[src/rtl/mms_stream.sv]
// Streaming frame extremum: accepts N operands over valid/ready and returns the
// frame max (select=0) or min (select=1) plus the winner's position in the frame.
module mms_stream #(
  parameter int DATA_W = 8,
  parameter int N      = 4,
  parameter int IDX_W  = $clog2(N)
) (
  input  logic              clk,
  input  logic              reset,
  input  logic              in_valid,
  output logic              in_ready,
  input  logic              select,
  input  logic [DATA_W-1:0] number,
  output logic              out_valid,
  input  logic              out_ready,
  output logic [DATA_W-1:0] result,
  output logic [IDX_W-1:0]  result_idx
);

  // cnt has to represent N itself, so it is one bit wider than IDX_W for powers of two
  localparam int CNT_W = $clog2(N + 1);

  typedef enum logic [1:0] {IDLE, ACC, DONE} state_t;

  state_t              r_state;
  state_t              w_state_nxt;
  logic [CNT_W-1:0]    r_cnt;
  logic [DATA_W-1:0]   r_best;
  logic [IDX_W-1:0]    r_best_idx;
  logic                r_sel;

  logic                w_xfer;
  logic                w_better;
  logic                w_last;

  assign w_xfer   = in_valid && in_ready;
  // strict compare: ties keep the earlier operand
  assign w_better = r_sel ? (number < r_best) : (number > r_best);
  assign w_last   = (r_cnt == CNT_W'(N - 1));

  always_ff @(posedge clk) begin
    if (reset) r_state <= IDLE;
    else       r_state <= w_state_nxt;
  end

  // handshake outputs depend on state alone; no combinational path from out_ready
  always_comb begin
    w_state_nxt = r_state;
    in_ready    = 1'b0;
    out_valid   = 1'b0;
    case (r_state)
      IDLE: begin
        in_ready = 1'b1;
        if (in_valid) w_state_nxt = ACC;
      end
      ACC: begin
        in_ready = 1'b1;
        if (in_valid && w_last) w_state_nxt = DONE;
      end
      DONE: begin
        out_valid = 1'b1;
        if (out_ready) w_state_nxt = IDLE;
      end
      default: w_state_nxt = IDLE;
    endcase
  end

  always_ff @(posedge clk) begin
    if (reset) begin
      r_cnt      <= '0;
      r_best     <= '0;
      r_best_idx <= '0;
      r_sel      <= 1'b0;
    end else if (w_xfer) begin
      if (r_state == IDLE) begin
        r_sel      <= select;
        r_best     <= number;
        r_best_idx <= '0;
        r_cnt      <= CNT_W'(1);
      end else begin
        r_cnt <= r_cnt + 1'b1;
        if (w_better) begin
          r_best     <= number;
          r_best_idx <= r_cnt[IDX_W-1:0];
        end
      end
    end
  end

  assign result     = r_best;
  assign result_idx = r_best_idx;

endmodule

[config.mk]
export PLATFORM = sky130hd
export DESIGN_NAME = mms_stream
export DESIGN_NICKNAME = d
export VERILOG_FILES = /design/src/rtl/mms_stream.sv
export SDC_FILE = /design/constraint.sdc
export NUM_CORES = 1
export LEC_CHECK = 0
export BUFFER_PORTS_ARGS = -buffer_cell sky130_fd_sc_hd__buf_2
export CORE_MARGIN = 2
export CORE_UTILIZATION = 40
export CTS_BUF_LIST = sky130_fd_sc_hd__clkbuf_4
export DETAILED_ROUTE_END_ITERATION = 12
export GPL_TIMING_DRIVEN = 0
export PLACE_DENSITY = 0.63
export RECOVER_POWER = 100
export SYNTH_ARGS = -nofsm -noshare
export SYNTH_HDL_FRONTEND = slang
export SYNTH_SLANG_ARGS = --single-unit
[constraint.sdc]
create_clock -name clk -period 3.17 [get_ports clk]
set_input_delay 0.4755 -clock clk [delete_from_list [all_inputs] [get_ports clk]]
set_output_delay 0.4755 -clock clk [all_outputs]
set_load 0.01 [all_outputs]
==> impl_metrics.tcl <==
set metrics [dict create \
    antenna_found_initial 0 \
    nets 162 \
    max_freq_mhz 421 \
    grt_usage_pct 15.5 \
    dp_hpwl_mm 1.45 \
    synthDistinctLibCells 23 \
    cts_buffer_depth 2 \
    setup_viol 0 \
    synth_fp_nets 133 \
    worstPathMaxFanout 10 \
    row_count 17 \
    io_pins 25 \
    area_growth_pct 16.9 \
    port_buffers 24 \
    drcViolationCount 0 \
    fp.dieW_um 52.3 \
    yosysWarnings 0 \
    powerDensity_nw_per_um2 404 \
    cap_violations 0 \
    cts_tree "done" \
    vdd_ir_drop_max_mv 0.297 \
    period_needed_ns 2.37 \
    cts-buffers-inserted 3 \
    rsz0062_at_grt "false" \
    final_cells 165 \
    synth_largest_area_cell "dfxtp_1" \
    grt_first_pass_wirelength_mm 3.15 \
    outcome "completed" \
    finClkSkew_ns 0.00283 \
    viasPerCell 5.01 \
    synth_area_per_cell_um2 8.50 \
    drtIter0Drc 4 \
    grt_max_degree 11 \
    synthFlopType "dfxtp_1" \
    num_vias 826 \
    worstSetupPathType "reg2reg" \
    design.die.area_um2 2740 \
    holdPathStages 3 \
    routed_wl_mm 1.91 \
    critPathLaunchType "flip-flop" \
    reg2regPathDepth 9 \
    finalSetupTns_ns 0 \
    power.total_uw 441 \
    end_kind "flip-flop" \
    slew_violations 0 \
    start_util_pct 42.3 \
    crit_arrival_ns 2.59 \
    yosysSeqAreaShare_pct 34.3 \
    dp_cells 162 \
    grt_pass1_vias 800 \
    synthesis.area_um2 935 \
    path_clk_slew_ns 0.09 \
    clk_latency_ns 0.28 \
    hold_ws_ns 0.429 \
    postCtsSetupBuffers 0 \
    grt_overflow_total 0 \
    clock_sink_count 16 \
    synth_edf_count 0 \
    ys_ff_latch 16 \
    wl_per_cell_um 11.6 \
    required_ns 3.38 \
    drive_above_1_share_pct 11.7 \
    p_leak_nw 0.457 \
    coreArea_um2 2210 \
    yosysTopAreaCellShare_pct 34.3 \
    synth.most_common_cell "nand2b_1" \
    slew_headroom_pct 49.8 \
    async_flop_share_pct 0 \
    synth_common_cells "nand2b_1 (19), dfxtp_1 (16), ha_1 (10), inv_1 (10), mux2i_1 (10)" \
    syn_inst 110 \
    hold_viol_final 0 \
    n_antenna_cell 0 \
    nFillCells 241 \
    firstDrtPassIters 4 \
    worst_pin_slew_ns 0.753 \
    postCtsHoldBufs 0 \
    post-route-period-util_pct 74.9 \
    finalWeightedCongestion 0.761 \
    h-tree-depth 1 \
    ctsResizeCount 0 \
    yosys-top-cells-area "dfxtp_1 (34%), ha_1 (13%), nand2b_1 (13%)" \
    ant_nets 0 \
    root_buffer "clkbuf_4" \
    hold_path_class "in2reg" \
    die_h_um 52.3 \
]
[cell usage in the layout (no fill, tap or decap)]
cell type,synthesis,layout
dfxtp_1,16,16
or3_1,1,1
nor2b_1,1,1
buf_2,1,12
nand3_1,4,4
nor2_1,5,5
nand2_1,9,9
o211ai_1,1,1
ha_1,10,10
a311oi_1,1,1
clkbuf_1,2,16
o211ai_2,1,1
inv_1,10,10
a21oi_1,8,8
nand3b_1,1,1
and2b_1,1,1
nand4_1,3,3
clkbuf_4,0,3
o21ai_0,2,2
mux2i_1,10,10
nor3_1,2,2
nand2b_1,19,19
o21ai_1,1,1
[stage by stage]
stage               cell area, µm²  utilization [%]  setup WS, ns
finish                        1090             49.4         0.797
global route                  1090             49.4         0.638
CTS                           1110             50.3          1.20
detailed placement            1090             49.3          1.00
global placement              1090             49.3          1.11
floorplan                      935                -          1.34
[worst max-delay path, stage by stage, from the launching register on]
cell and delay [ns]:
dfxtp_1 0.36, inv_1 0.05, ha_1 0.28, nor2b_1 0.13, o211ai_1 0.10, a21oi_1 0.21, nor3_1 0.09, a311oi_1 0.20
clkbuf_1 0.61, mux2i_1 0.27
[cell families (layout without fill, tap and decap cells)]
family          after synthesis  in the layout  synth area share, %
simple gates                 46             46                 26.5
flops                        16             16                 34.3
compound gates               14             14                 8.97
buf+inv                      14             41                 6.16
fa+ha+maj                    10             10                 13.4
mux                          10             10                 10.7
[per-layer routing]
| metal | vias up | wire [µm] | global-route usage [%] |
|---|---|---|---|
| li1 | 423 | - | - |
| met1 | 382 | 863 | 17.5 |
| met2 | 17 | 923 | 27.5 |
| met3 | 4 | 96 | 4.29 |
| met4 | 0 | 21 | 5.56 |
| met5 | - | 0 | 0 |
[power breakdown]
group | switching (mW) | internal [mW] | total [mW]
combinational | 0.0608 | 0.0483 | 0.109
clock | 0.0629 | 0.0441 | 0.107
sequential | 0.0102 | 0.215 | 0.225
[worst paths after layout]
| check | from | to | slack (ns) |
|---|---|---|---|
| max | result[1] | result[5] | 0.80 |
| min | out_ready | r_state[1] | 0.43 |
| max reg2reg | result[1] | result[5] | 0.80 |
| min reg2reg | r_cnt[2] | r_cnt[2] | 0.46 |
[flip-flops by register name, summed over array words and instances (netlist names)]
register and count:
r_cnt 3, r_sel 1, r_state 2, result 8
result_idx 2
[cell type report]
cell class	instances	area, µm²	share of cell area, %
buffer	4	15.0	1.37
clock buffer	3	22.5	2.06
inverter	10	37.5	3.44
multi-input combinational	80	557	51.0
sequential	16	320	29.3
tap	28	35.0	3.21
timing repair buffer	24	105	9.62
Power figures use the tool's default switching activity.
